`src/rtl/mips_pkg.sv`:
```
// Shared types and constants for the MIPS fetch path.
// Fetch FSM encoding, word width and the fetch-buffer entry layout.
package mips_pkg;

    localparam int unsigned INSTR_W = 32;
    localparam logic [31:0] PC_INC  = 32'd4;

    typedef logic [1:0] fstate_t;

    localparam fstate_t S_IDLE = 2'd0;
    localparam fstate_t S_WAIT = 2'd1;
    localparam fstate_t S_DROP = 2'd2;

    typedef struct packed {
        logic [INSTR_W-1:0] instr;
        logic [31:0]        pc;
    } fetch_t;

endpackage

```
`src/rtl/if_stage_if.sv`:
```
// Instruction-memory req/ack bus between the fetch stage and imem.
// The fetch stage is the master; memory answers with ack and data.
interface if_stage_if;

    logic        imem_req;
    logic [31:0] imem_addr;
    logic        imem_ack;
    logic [31:0] imem_rdata;

    modport master (
        output imem_req,
        output imem_addr,
        input  imem_ack,
        input  imem_rdata
    );

    modport slave (
        input  imem_req,
        input  imem_addr,
        output imem_ack,
        output imem_rdata
    );

endinterface

```
`src/rtl/fetch_fifo.sv`:
```
// Small synchronous FIFO holding fetched words with their PC+4.
// Flush wins over push/pop; DEPTH must be a power of two.
module fetch_fifo #(
    parameter int WIDTH = 64,
    parameter int DEPTH = 2
) (
    input  logic                       clk,
    input  logic                       rst,
    input  logic                       push_i,
    input  logic                       pop_i,
    input  logic                       flush_i,
    input  logic [WIDTH-1:0]           data_i,
    output logic [WIDTH-1:0]           data_o,
    output logic [$clog2(DEPTH):0]     count_o
);

    localparam int AW = $clog2(DEPTH);
    localparam int CW = AW + 1;

    logic [WIDTH-1:0] mem_q [DEPTH];
    logic [AW-1:0]    rd_q;
    logic [AW-1:0]    wr_q;
    logic [CW-1:0]    cnt_q;

    always_ff @(posedge clk or negedge rst) begin
        if (!rst) begin
            rd_q  <= '0;
            wr_q  <= '0;
            cnt_q <= '0;
        end else if (flush_i) begin
            rd_q  <= '0;
            wr_q  <= '0;
            cnt_q <= '0;
        end else begin
            if (push_i) wr_q <= wr_q + 1'b1;
            if (pop_i)  rd_q <= rd_q + 1'b1;
            cnt_q <= cnt_q + CW'(push_i) - CW'(pop_i);
        end
    end

    always_ff @(posedge clk) begin
        if (push_i && !flush_i) mem_q[wr_q] <= data_i;
    end

    assign data_o  = mem_q[rd_q];
    assign count_o = cnt_q;

endmodule

```
`src/rtl/if_stage.sv`:
```
// Instruction-fetch stage: PC, one outstanding imem fetch, fetch buffer.
// Taken branches flush the buffer and discard any in-flight fetch.
module if_stage
    import mips_pkg::*;
#(
    parameter logic [31:0] RESET_PC   = 32'h0000_0000,
    parameter int          FIFO_DEPTH = 2
) (
    input  logic               clk,
    input  logic               rst,
    if_stage_if.master         imem,
    input  logic               freeze,
    input  logic               br_taken,
    input  logic [31:0]        br_addr,
    output logic               if_valid,
    output logic [INSTR_W-1:0] if_instr,
    output logic [31:0]        if_pc
);

    localparam int CW = $clog2(FIFO_DEPTH) + 1;
    localparam logic [CW-1:0] DEPTH_C = CW'(FIFO_DEPTH);

    fstate_t       state_q, state_d;
    logic [31:0]   pc_q, pc_d;
    logic [31:0]   req_q, req_d;
    logic [31:0]   pc_inc;
    logic [CW-1:0] count;
    logic [CW-1:0] cnt_after;
    logic          ack_wait;
    logic          push;
    logic          pop;
    fetch_t        head;
    fetch_t        entry;

    assign pc_inc    = pc_q + PC_INC;
    assign ack_wait  = (state_q == S_WAIT) && imem.imem_ack;
    assign push      = ack_wait && !br_taken;
    assign pop       = if_valid && !freeze && !br_taken;
    assign cnt_after = count + CW'(push) - CW'(pop);
    assign entry     = '{instr: imem.imem_rdata, pc: pc_inc};

    always_comb begin
        state_d = state_q;
        pc_d    = pc_q;
        req_d   = req_q;
        if (br_taken) begin
            pc_d = br_addr;
            // An unacked fetch must still complete before a new request.
            if (state_q != S_IDLE && !imem.imem_ack) state_d = S_DROP;
            else                                     state_d = S_IDLE;
        end else begin
            unique case (1'b1)
                state_q == S_IDLE: begin
                    if (count < DEPTH_C) begin
                        state_d = S_WAIT;
                        req_d   = pc_q;
                    end
                end
                state_q == S_WAIT: begin
                    if (imem.imem_ack) begin
                        pc_d = pc_inc;
                        if (cnt_after < DEPTH_C) req_d = pc_inc;
                        else                     state_d = S_IDLE;
                    end
                end
                state_q == S_DROP: begin
                    if (imem.imem_ack) state_d = S_IDLE;
                end
                default: state_d = S_IDLE;
            endcase
        end
    end

    always_ff @(posedge clk or negedge rst) begin
        if (!rst) begin
            state_q <= S_IDLE;
            pc_q    <= RESET_PC;
            req_q   <= RESET_PC;
        end else begin
            state_q <= state_d;
            pc_q    <= pc_d;
            req_q   <= req_d;
        end
    end

    fetch_fifo #(
        .WIDTH (64),
        .DEPTH (FIFO_DEPTH)
    ) u_fifo (
        .clk     (clk),
        .rst     (rst),
        .push_i  (push),
        .pop_i   (pop),
        .flush_i (br_taken),
        .data_i  (entry),
        .data_o  (head),
        .count_o (count)
    );

    assign imem.imem_req  = (state_q != S_IDLE);
    assign imem.imem_addr = req_q;
    assign if_valid       = (count != '0);
    assign if_instr       = if_valid ? head.instr : '0;
    assign if_pc          = if_valid ? head.pc : '0;

endmodule

```
`src/flat_wrapper.sv`:
```
// flat-port wrapper written by rule: the top's interface ports become plain ports
module if_stage_flat import mips_pkg::*;
#(
    parameter logic [31:0] RESET_PC   = 32'h0000_0000,
    parameter int          FIFO_DEPTH = 2
)
  (clk, rst, freeze, br_taken, br_addr, if_valid, if_instr, if_pc, imem_imem_req, imem_imem_addr, imem_imem_ack, imem_imem_rdata);
  if_stage_if imem_i ();
  input  logic clk;
  input  logic rst;
  input  logic freeze;
  input  logic br_taken;
  input  logic [31:0] br_addr;
  output logic if_valid;
  output logic [INSTR_W-1:0] if_instr;
  output logic [31:0] if_pc;
  output wire logic [$bits(imem_i.imem_req)-1:0] imem_imem_req;
  output wire logic [$bits(imem_i.imem_addr)-1:0] imem_imem_addr;
  input wire logic [$bits(imem_i.imem_ack)-1:0] imem_imem_ack;
  input wire logic [$bits(imem_i.imem_rdata)-1:0] imem_imem_rdata;
  assign imem_imem_req = imem_i.imem_req;
  assign imem_imem_addr = imem_i.imem_addr;
  assign imem_i.imem_ack = imem_imem_ack;
  assign imem_i.imem_rdata = imem_imem_rdata;
  if_stage #(.RESET_PC(RESET_PC), .FIFO_DEPTH(FIFO_DEPTH)) u_core (.clk(clk), .rst(rst), .imem(imem_i), .freeze(freeze), .br_taken(br_taken), .br_addr(br_addr), .if_valid(if_valid), .if_instr(if_instr), .if_pc(if_pc));
endmodule
```
`config.mk`:
```
export PLATFORM = sky130hd
export DESIGN_NAME = if_stage_flat
export DESIGN_NICKNAME = d
export VERILOG_FILES = /design/src/rtl/mips_pkg.sv /design/src/rtl/if_stage_if.sv /design/src/rtl/fetch_fifo.sv /design/src/rtl/if_stage.sv /design/src/flat_wrapper.sv
export SDC_FILE = /design/constraint.sdc
export NUM_CORES = 1
export LEC_CHECK = 0
export ABC_CLOCK_PERIOD_IN_PS = 15600
export BUFFER_PORTS_ARGS = -buffer_cell sky130_fd_sc_hd__buf_2
export CAP_MARGIN = 20
export CORE_MARGIN = 2
export CORE_UTILIZATION = 40
export CTS_CLUSTER_SIZE = 14
export DETAILED_ROUTE_END_ITERATION = 10
export PLACE_DENSITY = 0.66
export SLEW_MARGIN = 40
export SYNTH_ARGS = -nofsm -noshare
export SYNTH_HDL_FRONTEND = slang
export SYNTH_HIERARCHICAL = 1
export SYNTH_SLANG_ARGS = --single-unit
```
`constraint.sdc`:
```
create_clock -name clk -period 15.6 [get_ports clk]
set_input_delay 2.34 -clock clk [delete_from_list [all_inputs] [get_ports clk]]
set_output_delay 2.34 -clock clk [all_outputs]
set_load 0.03 [all_outputs]
```
==> impl_summary.txt, run 1 <==
----------------------------------------------------
[STA]
  Hold slack ... 0.502 ns
  Clock period minus worst slack ... 5.07 ns
  Worst slew margin relative to its limit ... 0.486
  Count of pins over their slew limit ... 0
  Worst Slack Setup Final ... 10.53 ns
  Final period util ... 0.325
  Worst setup skew after layout ... 0.0100 ns
  Total setup violations reported at the end of the flow ... 0
  Number of failing hold endpoints at the final stage ... 0
  Unrepaired setup endpoints after global routing ... no
  Post-route setup TNS ... 0 ns
  Worst Max-Slew Pin Slew ... 0.769 ns
  Peak clock frequency supported by timing ... 0.197 GHz

[Power]
  Areal power density over the cells ... 121 mW/mm2
  Share of total power consumed by net switching ... 0.298
  Static leakage power ... 4.51 nW
  Internal power ... 959 uW
  Power share of the combinational group ... 0.201
  Part of the power in registers ... 0.465
  IR Drop Worst-Case VDD ... 0.0672 mV
  Post-layout power ... 1.37 mW
  Share of power burned in the clock network ... 0.333
  Psw ... 406 uW

[Yosys]
  Prevailing post-synth register cell ... sky130_fd_sc_hd__edfxtp_1
  Share of synthesized area spent on multiplexers ... 0.136
  Area fraction in compound gates after synthesis ... 0.0182
  Async SR Flop Fraction ... 0.354
  Net count of the mapped netlist ... 807
  Cell variety after synth ... 43
  Simple logic cell fraction of the synthesized area ... 0.139
  Share of the synthesized netlist area taken by xor and xnor gates ... 0.0835
  Cells after Synth ... 734
  Synthesized area divided by synthesized cell count ... 13.1 um2
  Proportion of synthesized chip area in sequential cells ... 0.583
  Post-synth EDFFs ... 128
  Warnings, synthesis ... 6
  Share of synthesized cell area in full adder, half adder and majority cells ... 0.00521
  Number of synthesized register bits ... 198
  Post-synthesis instance area ... 0.00960 mm2
  Largest family of logic cells by synthesized area ... simple AND/OR/NAND/NOR gates

[Worst setup path]
  Depth of the worst register-to-register path ... 9
  Largest fanout of any net on the critical path ... 71
  Worst Setup Start Kind ... input pin
  Category of the worst setup path capture point ... register
  Req. time, crit path ... 15.92 ns
  Start-to-end type of the worst setup path ... in2reg
  Endpoint arrival time on the critical path ... 5.39 ns

[Final layout]
  Post-route design area ... 0.0113 mm2
  Synth-to-Final Area Change ... 17.4%
  Sequential cell area ... 0.00560 mm2
  Diodes inserted ... 0
  Combined area of the multi-input logic cells ... 0.00369 mm2
  Final core area utilization ... 0.479
  Fraction of layout cells with a size suffix above 1 ... 0.360
  Number of fill cells in the layout ... 2,124
  Fin nets ... 946
  Number of cells in the finished layout apart from fillers ... 1,205

[Drt]
  Number of routed nets with antenna violations ... 0
  Starting DRT DRC Count ... 349
  Iteration count of the initial detailed-routing pass ... 4
  Via/cell ratio ... 4.77
  Number of remaining DRC errors ... 0
  Vias ... 5,745
  Average wire length per cell after detail routing ... 16.6 um
  Routed Wire Length ... 19,900 um

[Floorplan]
  Die area ... 0.0253 mm2
  # rows ... 56
  Core Area ... 0.0235 mm2
  Io pins ... 167
  Effective utilization at floorplan ... 0.408
  Width of the chip ... 159 um
  Die Span Y ... 159 um

[Place]
  IO buf count ... 166
  RePlAce Congestion ... 0.816
  Estimated wirelength of the detail-placed design ... 13,700 um
  Count of placed standard cells including taps ... 1,173
  Post-DP Area ... 0.0107 mm2
  Worst setup slack before clock tree synthesis ... 10.06 ns

[GRT]
  Wire length of the first global-routing pass ... 31,600 um
  Total grt overflow ... 0
  Vias in the first global route ... 5,667
  Antenna violations before repair ... 0
  Aggregate global-route resource usage ... 0.160
  Pin count of the biggest net entering global routing ... 72

[Clocking]
  Buffer count from post-CTS setup fixing ... 0
  Clock insertion delay at the later pin of the skew report ... 0.43 ns
  Count of cells resized by post-cts repair ... 0
  Quantity of hold-fixing buffers added after cts ... 0
  Total CTS buffers ... 17
  Master cell of the clock root buffer ... sky130_fd_sc_hd__clkbuf_16
  Clk sinks ... 198
  CTS H-Tree Depth ... 4
  Clock slew at reported path FFs ... 0.07 ns
  Number of buffers on the longest clock path ... 2
  CTS tree ... yes

[Hold path]
  Min-Delay Path Depth ... 1
  Path category of the worst min-delay check ... reg2reg

[Status]
  Status ... finished, final reports clean

[Run]
  Max-cap violations ... 0

----------------------------------------------------
## cells in the mapped netlist (15+ instances only)
master,count,area (um2)
sky130_fd_sc_hd__xor2_1,33,289
sky130_fd_sc_hd__dfrtp_1,70,1750
sky130_fd_sc_hd__clkbuf_1,26,97.6
sky130_fd_sc_hd__mux2_2,43,484
sky130_fd_sc_hd__nand2_1,63,236
sky130_fd_sc_hd__and2_1,66,413
sky130_fd_sc_hd__nand3_1,15,75.1
sky130_fd_sc_hd__nor3_1,15,75.1
sky130_fd_sc_hd__mux2_4,50,751
sky130_fd_sc_hd__xnor2_1,56,490
sky130_fd_sc_hd__edfxtp_1,128,3840
sky130_fd_sc_hd__o21ai_0,17,85.1
sky130_fd_sc_hd__nor2_1,33,124
sky130_fd_sc_hd__o21ai_1,15,75.1
## cells in the final DEF (no fill, tap or decap), types with 13 or more instances in the layout
cell                        instances
sky130_fd_sc_hd__buf_2            166
sky130_fd_sc_hd__edfxtp_1         128
sky130_fd_sc_hd__dfrtp_1           69
sky130_fd_sc_hd__and2_1            66
sky130_fd_sc_hd__nand2_1           63
sky130_fd_sc_hd__xnor2_1           56
sky130_fd_sc_hd__mux2_4            50
sky130_fd_sc_hd__mux2_2            43
sky130_fd_sc_hd__nor2_1            33
sky130_fd_sc_hd__xor2_1            33
sky130_fd_sc_hd__clkbuf_16         17
sky130_fd_sc_hd__o21ai_0           17
sky130_fd_sc_hd__nand3_1           15
sky130_fd_sc_hd__o21ai_1           15
sky130_fd_sc_hd__nor3_1            14
sky130_fd_sc_hd__nand4_1           13
## flip-flops by register name (all words and copies together), names as in the netlist
| signal | cells |
|---|---|
| u_core/imem.imem_addr | 32 |
| u_core/u_fifo/wr_q | 1 |
| u_core/pc_q | 32 |
| u_core/u_fifo/rd_q | 1 |
| u_core/state_q | 2 |
| u_core/u_fifo/mem_q | 128 |
| u_core/u_fifo/count_o | 2 |
## cell families after synthesis
logic type / count (synthesis)
compound gates: 34
xor+xnor: 90
fa+ha+maj: 4
buf+inv: 64
flops: 198
mux: 100
simple gates: 244
## cell type report
class                      count  share of cell area
clock buffer                  17              0.0377
clock inverter                15              0.0172
inverter                       8             0.00266
multi-input combinational    472               0.327
sequential                   198               0.497
tap                          319              0.0354
timing repair buffer         176              0.0836
## layer usage
layer  share of wire  global-route usage
met2            0.46               0.250
met3           0.045              0.0359
met1            0.48               0.227
met5               0                   0
met4          0.0073              0.0397
## final timing paths
| path | startpoint | end | slack, ns |
|---|---|---|---|
| setup / recovery | br_taken | u_core/imem.imem_addr[22]$_DFFE_PN0P_ | 10.53 |
| hold / removal | u_core/imem.imem_addr[0]$_DFFE_PN0P_ | u_core/imem.imem_addr[0]$_DFFE_PN0P_ | 0.50 |
| setup reg to reg | u_core/u_fifo/count_o[1]$_DFF_PN0_ | u_core/imem.imem_addr[22]$_DFFE_PN0P_ | 11.88 |
| hold reg to reg | u_core/imem.imem_addr[0]$_DFFE_PN0P_ | u_core/imem.imem_addr[0]$_DFFE_PN0P_ | 0.50 |
| max in group asynchronous | rst | u_core/u_fifo/rd_q$_DFFE_PN0P_ | 13.03 |
| min in group asynchronous | rst | u_core/imem.imem_addr[10]$_DFFE_PN0P_ | 2.01 |
## power by group through the flow
stage	Combinational [mW]	Sequential (mW)	Clock [mW]
after floorplan	0.159	0.678	0
after global placement	0.270	0.650	0
after detailed placement	0.278	0.647	0
after CTS	0.279	0.636	0.468
after global routing	0.295	0.642	0.490
final	0.275	0.635	0.455
## worst max-delay path, stage by stage
cell and delay, ns:
sky130_fd_sc_hd__buf_2 0.09, sky130_fd_sc_hd__buf_4 0.29, sky130_fd_sc_hd__nor3b_1 0.50, sky130_fd_sc_hd__ha_1 0.32, sky130_fd_sc_hd__nor2b_1 0.13, sky130_fd_sc_hd__xnor2_1 0.13
sky130_fd_sc_hd__nand4_1 0.12, sky130_fd_sc_hd__o311a_1 0.62, sky130_fd_sc_hd__buf_4 0.43, sky130_fd_sc_hd__mux2_2 0.38
Note: power is estimated with default switching activity, not from simulation.
==> run 2: changes to the inputs <==
Settings changed: ABC_CLOCK_PERIOD_IN_PS 15600 to 5200.
Clock period 15.6 ns to 5.2 ns, I/O delays scaled along.
==> run 2 against run 1 <==
Compared with the run above: clock skew grew 0.0015 ns; first-iteration DRC count shrank 0.29%; largest power group unchanged; critical path depth shrank 1; non-clock buffer count shrank 1; clock-buffer cell count is the same; wire length grew 1.6%; via count grew 0.97%; critical path type is now reg2reg; highest routed layer unchanged; largest cell class unchanged; clock power grew to 2.9 times the previous value.
==> impl_summary.txt, run 2 (synthesis gave the netlist of run 1 again) <==
----------------------------------------------------
[Status]
  Status ... finished, final reports clean (unchanged)

[Clocking]
  Count of cells resized by post-cts repair ... 0 (unchanged)
  Number of buffers on the longest clock path ... 2 (unchanged)
  Buffer count from post-CTS setup fixing ... 0 (unchanged)
  CTS H-Tree Depth ... 4 (unchanged)
  Quantity of hold-fixing buffers added after cts ... 0 (unchanged)
  Clock insertion delay at the later pin of the skew report ... 0.44 ns (was 0.43 ns)
  Clock slew at reported path FFs ... 0.07 ns (about the same)
  Master cell of the clock root buffer ... sky130_fd_sc_hd__clkbuf_16 (unchanged)
  Total CTS buffers ... 17 (unchanged)
  Clk sinks ... 198 (unchanged)
  CTS tree ... yes (unchanged)

[STA]
  Clock period minus worst slack ... 3.19 ns
  Number of failing hold endpoints at the final stage ... 0 (unchanged)
  Count of pins over their slew limit ... 0 (unchanged)
  Peak clock frequency supported by timing ... 0.313 GHz
  Worst Slack Setup Final ... 2.01 ns (was 10.53 ns)
  Final period util ... 0.614
  Post-route setup TNS ... 0 ns (unchanged)
  Unrepaired setup endpoints after global routing ... no (unchanged)
  Worst slew margin relative to its limit ... 0.478 (was 0.486)
  Worst setup skew after layout ... 0.0116 ns (was 0.0100 ns)
  Worst Max-Slew Pin Slew ... 0.777 ns (was 0.769 ns)
  Total setup violations reported at the end of the flow ... 0 (unchanged)

[GRT]
  Antenna violations before repair ... 0 (unchanged)
  Pin count of the biggest net entering global routing ... 71 (was 72)
  Total grt overflow ... 0 (unchanged)
  Wire length of the first global-routing pass ... 31,500 um (was 31,600 um)
  Vias in the first global route ... 5,665 (was 5,667)
  Aggregate global-route resource usage ... 0.161 (was 0.160)

[Final layout]
  Fin nets ... 945 (was 946)
  Number of flip-flops in the largest register ... 128 (unchanged)
  Most flop-heavy register ... u_core/u_fifo/mem_q (unchanged)
  Post-route design area ... 0.0112 mm2 (was 0.0113 mm2)
  Diodes inserted ... 0 (unchanged)
  Fraction of layout cells with a size suffix above 1 ... 0.359 (was 0.360)
  Most common library cell in the layout ignoring fill and taps ... sky130_fd_sc_hd__buf_2 (unchanged)
  Synth-to-Final Area Change ... 17.1% (was 17.4%)
  Number of cells in the finished layout apart from fillers ... 1,204 (was 1,205)
  Final core area utilization ... 0.477 (was 0.479)
  Leading cell types in the layout, fill and taps excluded ... sky130_fd_sc_hd__buf_2, sky130_fd_sc_hd__edfxtp_1, sky130_fd_sc_hd__dfrtp_1 (unchanged)

[Drt]
  Starting DRT DRC Count ... 348 (was 349)
  Average wire length per cell after detail routing ... 16.8 um (was 16.6 um)
  Routed Wire Length ... 20,300 um (was 19,900 um)
  Number of routed nets with antenna violations ... 0 (unchanged)
  Number of remaining DRC errors ... 0 (unchanged)
  Vias ... 5,801 (was 5,745)
  Iteration count of the initial detailed-routing pass ... 4 (unchanged)
  Via/cell ratio ... 4.82 (was 4.77)

[Floorplan]
  Io pins ... 167 (unchanged)
  Die area ... 0.0253 mm2 (unchanged)
  Die Span Y ... 159 um (unchanged)
  Width of the chip ... 159 um (unchanged)
  Core Area ... 0.0235 mm2 (unchanged)
  # rows ... 56 (unchanged)
  Effective utilization at floorplan ... 0.408 (unchanged)

[Worst setup path]
  Largest fanout of any net on the critical path ... 21 (was 71)
  Req. time, crit path ... 5.52 ns (was 15.92 ns)
  Buffer and inverter count on the worst path ... 1 (was 3)
  Start-to-end type of the worst setup path ... reg2reg (was in2reg)
  Endpoint arrival time on the critical path ... 3.51 ns (was 5.39 ns)
  List of cells traversed by the critical path ... or2_2, nor3b_1, ha_1, nor2b_1, xnor2_1, nand4_1, o311a_1, buf_4, mux2_2 (was buf_2, buf_4, nor3b_1, ha_1, nor2b_1, xnor2_1, nand4_1, o311a_1, buf_4, mux2_2)
  Slowest cell on the critical path ... sky130_fd_sc_hd__o311a_1 (unchanged)
  Worst path top cell family by delay ... simple AND/OR/NAND/NOR gates (was buffers and inverters)
  CP peak stage delay ... 0.64 ns (was 0.62 ns)
  Category of the worst setup path capture point ... register (unchanged)
  Worst Setup Start Kind ... register (was input pin)

[Power]
  Static leakage power ... 4.50 nW (was 4.51 nW)
  Areal power density over the cells ... 361 mW/mm2 (was 121 mW/mm2)
  IR Drop Worst-Case VDD ... 0.217 mV (was 0.0672 mV)

[Place]
  Count of placed standard cells including taps ... 1,171 (was 1,173)
  IO buf count ... 166 (unchanged)
  Post-DP Area ... 0.0106 mm2 (was 0.0107 mm2)
  RePlAce Congestion ... 0.802 (was 0.816)
  Estimated wirelength of the detail-placed design ... 13,700 um (about the same)
  Worst setup slack before clock tree synthesis ... 1.56 ns (was 10.06 ns)

[Run]
  Max-cap violations ... 0 (unchanged)

[Hold path]
  Path category of the worst min-delay check ... in2async (was reg2reg)

----------------------------------------------------
run 2: worst reg2reg max path, delay by kind of cell, from the launching register on:
kind / cells / cell delay (ns)
simple gates: 4 / 0.78
buf+inv: 1 / 0.42
flops: 1 / 0.41
compound gates: 1 / 0.64
fa+ha+maj: 1 / 0.32
xor+xnor: 1 / 0.12
mux: 1 / 0.40
run 2: layout make-up:
type                       instances  area [um2]
inverter                           8        30.0
fill                            2133       12300
timing repair buffer             175         917
clock inverter                    15         176
tap                              319         399
sequential                       198        5600
multi-input combinational        472        3690
clock buffer                      17         425
run 2: power breakdown:
part,internal [mW],total (mW),switching (mW),leakage (nW)
clock network,0.691,1.33,0.635,0.298
logic,0.303,0.828,0.525,2.19
registers,1.80,1.90,0.102,2.01
total,2.80,4.06,1.26,4.50
run 2: through the flow:
step | power (mW) | hold slack (ns)
3_3_place_gp | 2.76 | 0.480
3_5_place_dp | 2.78 | 0.486
5_1_grt | 4.24 | 0.392
4_1_cts | 4.11 | 0.376
6_report | 4.06 | 0.361
2_1_floorplan | 2.51 | 0.456
run 2: final timing paths:
path | startpoint | endpoint | slack (ns) | cells after the start
setup / recovery | u_core/u_fifo/count_o[1]$_DFF_PN0_ | u_core/imem.imem_addr[16]$_DFFE_PN0P_ | 2.01 | 9
hold / removal | rst | u_core/imem.imem_addr[2]$_DFFE_PN0P_ | 0.36 | 1
setup reg to reg | u_core/u_fifo/count_o[1]$_DFF_PN0_ | u_core/imem.imem_addr[16]$_DFFE_PN0P_ | 2.01 | 9
hold reg to reg | u_core/imem.imem_addr[0]$_DFFE_PN0P_ | u_core/imem.imem_addr[0]$_DFFE_PN0P_ | 0.50 | 1
max in group asynchronous | rst | u_core/u_fifo/rd_q$_DFFE_PN0P_ | 4.33 | 1
min in group clk | u_core/imem.imem_addr[0]$_DFFE_PN0P_ | u_core/imem.imem_addr[0]$_DFFE_PN0P_ | 0.50 | 1
run 2: metal layers:
layer / vias up / share of wire / global-route usage
met5: - / 0 / 0
met2: 145 / 0.47 / 0.253
met3: 13 / 0.049 / 0.0435
met4: 0 / 0.010 / 0.0455
li1: 2829 / - / -
met1: 2814 / 0.47 / 0.221
==> run 3: changes to the inputs <==
Settings changed: ABC_AREA set to 1, ABC_CLOCK_PERIOD_IN_PS 5200 to 2700, PLACE_DENSITY 0.66 to 0.68.
Clock period 5.2 ns to 2.7 ns, I/O delays scaled along.
==> run 3 against run 2 <==
Compared with the run above: final area rose by 3.1%; setup slack worse by 1.7 ns; total power up 150%; die area rose by 0.99%; sequential cell count unchanged; critical path depth is 7 higher; maximum frequency rose by 33%; clock skew fell by 0.0014 ns; via count increased by 23%; final cell count increased by 25%; utilization increased by 1.3 points; combinational power grew to 4.2 times the previous value; critical path type unchanged; largest cell class unchanged.
==> impl_summary.txt, run 3 <==
----------------------------------------------------
[Worst setup path]
  Worst Setup Start Kind ... register (unchanged)
  Largest fanout of any net on the critical path ... 42 (was 21)
  Start-to-end type of the worst setup path ... reg2reg (unchanged)
  Category of the worst setup path capture point ... register (unchanged)
  CP peak stage delay ... 0.44 ns (was 0.64 ns)
  List of cells traversed by the critical path ... inv_2, nor2_8, inv_4, nor2_4, nand2_2, ha_1, inv_1, nand2_1, nand3_1, nand3_1, nand2_1, nand2_1, buf_12, nor2_1, nand2_1, nand2_1 (was or2_2, nor3b_1, ha_1, nor2b_1, xnor2_1, nand4_1, o311a_1, buf_4, mux2_2)
  Setup slack of the worst register-to-register path ... 0.30 ns (was 2.01 ns)
  Slowest cell on the critical path ... sky130_fd_sc_hd__dfrtp_1 (was sky130_fd_sc_hd__o311a_1)
  Depth of the worst register-to-register path ... 16 (was 9)
  Most common cell on crit path ... sky130_fd_sc_hd__nand2_1
  Reg2reg end ... u_core/imem.imem_addr[28]$_DFFE_PN0P_ (was u_core/imem.imem_addr[16]$_DFFE_PN0P_)
  Req. time, crit path ... 3.02 ns (was 5.52 ns)
  Endpoint arrival time on the critical path ... 2.73 ns (was 3.51 ns)
  Start of the worst register-to-register path ... u_core/state_q[0]$_DFFE_PN0P_ (was u_core/u_fifo/count_o[1]$_DFF_PN0_)

[Yosys]
  Number of synthesized register bits ... 198 (unchanged)
  Share of synthesized cell area in full adder, half adder and majority cells ... 0.00516 (was 0.00521)
  Proportion of synthesized chip area in sequential cells ... 0.577 (was 0.583)
  Proportion of netlist area held by the largest area contributor ... 0.396 (was 0.400)
  Most frequent cells after synthesis ... sky130_fd_sc_hd__nand2_1, sky130_fd_sc_hd__nor2_1, sky130_fd_sc_hd__edfxtp_1, sky130_fd_sc_hd__inv_1, sky130_fd_sc_hd__dfrtp_1 (was sky130_fd_sc_hd__edfxtp_1, sky130_fd_sc_hd__dfrtp_1, sky130_fd_sc_hd__and2_1, sky130_fd_sc_hd__nand2_1, sky130_fd_sc_hd__xnor2_1)
  Area fraction in compound gates after synthesis ... 0.0275 (was 0.0182)
  Post-synthesis instance area ... 0.00970 mm2 (was 0.00960 mm2)
  Cell with the most instances after synthesis ... sky130_fd_sc_hd__nand2_1 (was sky130_fd_sc_hd__edfxtp_1)
  Cells after Synth ... 996 (was 734)
  Warnings, synthesis ... 6 (unchanged)
  Simple logic cell fraction of the synthesized area ... 0.221 (was 0.139)
  Prevailing post-synth register cell ... sky130_fd_sc_hd__edfxtp_1 (unchanged)
  Cell taking the most area after synthesis ... sky130_fd_sc_hd__edfxtp_1 (unchanged)
  Share of the synthesized netlist area taken by xor and xnor gates ... 0.00542 (was 0.0835)
  Share of synthesized area spent on multiplexers ... 0.0900 (was 0.136)
  Cell variety after synth ... 41 (was 43)
  Top post-synthesis cells by area ... sky130_fd_sc_hd__edfxtp_1, sky130_fd_sc_hd__dfrtp_1, sky130_fd_sc_hd__nand2_1 (was sky130_fd_sc_hd__edfxtp_1, sky130_fd_sc_hd__dfrtp_1, sky130_fd_sc_hd__mux2_4)
  Net count of the mapped netlist ... 1,069 (was 807)
  Async SR Flop Fraction ... 0.354 (unchanged)
  Largest family of logic cells by synthesized area ... simple AND/OR/NAND/NOR gates (unchanged)
  Post-synth EDFFs ... 128 (unchanged)
  Synthesized area divided by synthesized cell count ... 9.74 um2 (was 13.1 um2)

[Drt]
  Vias ... 7,140 (was 5,801)
  Number of remaining DRC errors ... 0 (unchanged)
  Routed Wire Length ... 22,900 um (was 20,300 um)
  Iteration count of the initial detailed-routing pass ... 5 (was 4)
  Average wire length per cell after detail routing ... 15.2 um (was 16.8 um)
  Via/cell ratio ... 4.74 (was 4.82)
  Starting DRT DRC Count ... 522 (was 348)
  Number of routed nets with antenna violations ... 0 (unchanged)

[STA]
  Count of pins over their slew limit ... 0 (unchanged)
  Peak clock frequency supported by timing ... 0.416 GHz (was 0.313 GHz)
  Number of failing hold endpoints at the final stage ... 0 (unchanged)
  Total setup violations reported at the end of the flow ... 0 (unchanged)
  Unrepaired setup endpoints after global routing ... no (unchanged)
  Clock period minus worst slack ... 2.40 ns (was 3.19 ns)
  Final period util ... 0.889 (was 0.614)
  Hold slack ... 0.00980 ns (was 0.361 ns)
  Worst Slack Setup Final ... 0.299 ns (was 2.01 ns)
  Worst slew margin relative to its limit ... 0.551 (was 0.478)
  Worst setup skew after layout ... 0.0102 ns (was 0.0116 ns)
  Worst Max-Slew Pin Slew ... 0.673 ns (was 0.777 ns)
  Post-route setup TNS ... 0 ns (unchanged)

[Power]
  Power share of the combinational group ... 0.347 (was 0.204)
  IR Drop Worst-Case VDD ... 0.404 mV (was 0.217 mV)
  Areal power density over the cells ... 865 mW/mm2 (was 361 mW/mm2)
  Psw ... 3.95 mW (was 1.26 mW)
  Part of the power in registers ... 0.404 (was 0.469)
  Post-layout power ... 10.0 mW (was 4.06 mW)
  Static leakage power ... 5.45 nW (was 4.50 nW)
  Internal power ... 6.06 mW (was 2.80 mW)
  Share of power burned in the clock network ... 0.249 (was 0.327)
  Share of total power consumed by net switching ... 0.395 (was 0.311)

[GRT]
  Aggregate global-route resource usage ... 0.183 (was 0.161)
  Antenna violations before repair ... 0 (unchanged)
  Total grt overflow ... 0 (unchanged)
  Vias in the first global route ... 7,052 (was 5,665)
  Wire length of the first global-routing pass ... 36,900 um (was 31,500 um)
  Pin count of the biggest net entering global routing ... 66 (was 71)

[Place]
  RePlAce Congestion ... 0.836 (was 0.802)
  IO buf count ... 166 (unchanged)
  Estimated wirelength of the detail-placed design ... 16,300 um (was 13,700 um)
  Worst setup slack before clock tree synthesis ... 0.334 ns (was 1.56 ns)

[Floorplan]
  Effective utilization at floorplan ... 0.411 (was 0.408)
  Io pins ... 167 (unchanged)
  Die Span Y ... 160 um (was 159 um)
  Width of the chip ... 160 um (was 159 um)
  # rows ... 56 (unchanged)
  Core Area ... 0.0236 mm2 (was 0.0235 mm2)
  Die area ... 0.0255 mm2 (was 0.0253 mm2)

[Clocking]
  Clock insertion delay at the later pin of the skew report ... 0.43 ns (was 0.44 ns)
  Count of cells resized by post-cts repair ... 0 (unchanged)
  Master cell of the clock root buffer ... sky130_fd_sc_hd__clkbuf_16 (unchanged)
  Number of buffers on the longest clock path ... 2 (unchanged)
  Total CTS buffers ... 17 (unchanged)
  CTS tree ... yes (unchanged)
  Quantity of hold-fixing buffers added after cts ... 0 (unchanged)
  CTS H-Tree Depth ... 4 (unchanged)
  Buffer count from post-CTS setup fixing ... 0 (unchanged)
  Clock slew at reported path FFs ... 0.07 ns (about the same)
  Clk sinks ... 198 (unchanged)

[Final layout]
  Sequential cell area ... 0.00560 mm2 (unchanged)
  Fin nets ... 1,248 (was 945)
  Diodes inserted ... 0 (unchanged)
  Most flop-heavy register ... u_core/u_fifo/mem_q (unchanged)
  Number of flip-flops in the largest register ... 128 (unchanged)
  Combined area of the multi-input logic cells ... 0.00341 mm2 (was 0.00369 mm2)
  Fraction of layout cells with a size suffix above 1 ... 0.274 (was 0.359)
  Final core area utilization ... 0.491 (was 0.477)
  Synth-to-Final Area Change ... 19.4% (was 17.1%)
  Most common library cell in the layout ignoring fill and taps ... sky130_fd_sc_hd__nand2_1 (was sky130_fd_sc_hd__buf_2)
  Leading cell types in the layout, fill and taps excluded ... sky130_fd_sc_hd__nand2_1, sky130_fd_sc_hd__buf_2, sky130_fd_sc_hd__nor2_1 (was sky130_fd_sc_hd__buf_2, sky130_fd_sc_hd__edfxtp_1, sky130_fd_sc_hd__dfrtp_1)
  Number of fill cells in the layout ... 2,232 (was 2,133)

[Status]
  Status ... finished, final reports clean (unchanged)

[Run]
  Max-cap violations ... 0 (unchanged)

[Hold path]
  Path category of the worst min-delay check ... in2async (unchanged)

----------------------------------------------------
[run 3: changes by cell type after synthesis, sizes merged, moves of 19 or more]
cell / change
and2: -62
inv: +124
xor2: -28
xnor2: -55
nand3: +48
mux2: -33
nand2: +231
nor2: +113
clkbuf: -19
[run 3: cells by family (layout without fill, tap and decap cells)]
| group | Yosys count | in the layout |
|---|---|---|
| AOI/OAI and AO/OA | 42 | 42 |
| xor gates and xnor gates | 6 | 6 |
| adders and majority gates | 4 | 4 |
| buffers and inverters | 167 | 359 |
| DFF | 198 | 198 |
| muxes | 65 | 65 |
| and+or+nand+nor | 514 | 514 |
[run 3: per-stage QoR]
stage	instance area [um2]	instances
final	11600	1507
after global routing	11600	1507
after CTS	11600	1507
after detailed placement	11000	1475
after global placement	11000	1475
after floorplan	9700	996
[run 3: how the worst max path moves through the flow]
stage                                               from                               endpoint  slack [ns]
after floorplan            u_core/state_q[1]$_DFFE_PN0P_    u_core/u_fifo/mem_q[0][0]$_DFFE_PP_       -0.57
after global placement     u_core/state_q[1]$_DFFE_PN0P_  u_core/imem.imem_addr[31]$_DFFE_PN0P_        0.43
after detailed placement   u_core/state_q[1]$_DFFE_PN0P_  u_core/imem.imem_addr[28]$_DFFE_PN0P_        0.33
after CTS                 u_core/u_fifo/rd_q$_DFFE_PN0P_                               if_pc[9]        0.28
after global routing       u_core/state_q[0]$_DFFE_PN0P_  u_core/imem.imem_addr[31]$_DFFE_PN0P_        0.09
final                      u_core/state_q[0]$_DFFE_PN0P_  u_core/imem.imem_addr[28]$_DFFE_PN0P_        0.30
[run 3: area by class of cell]
class | instances | share of cell area
clock buffer | 18 | 0.0379
clock inverter | 14 | 0.0122
inverter | 132 | 0.0430
multi-input combinational | 631 | 0.294
sequential | 198 | 0.483
tap | 319 | 0.0345
timing repair buffer | 195 | 0.0948
[run 3: metal layers]
layer  global-route usage  part of all wire  vias to the layer above
met2                0.304              0.48                      199
met5                    0                 0                        -
met4               0.0541             0.017                        0
met3               0.0353             0.047                       25
met1                0.244              0.46                     3381
li1                     -                 -                     3535
[run 3: power by group through the flow]
| stage | registers (mW) | clock network, mW | logic, mW |
|---|---|---|---|
| after CTS | 4.04 | 2.57 | 3.49 |
| after floorplan | 4.46 | 0 | 2.06 |
| after global placement | 4.10 | 0 | 3.41 |
| after global routing | 4.10 | 2.67 | 3.79 |
| final | 4.04 | 2.50 | 3.47 |
| after detailed placement | 4.08 | 0 | 3.50 |
[run 3: critical path: cells and delay by family (launching register included)]
| kind | cells | cell delay, ns |
|---|---|---|
| buf+inv | 4 | 0.49 |
| fa+ha+maj | 1 | 0.30 |
| simple gates | 11 | 1.04 |
| flops | 1 | 0.44 |
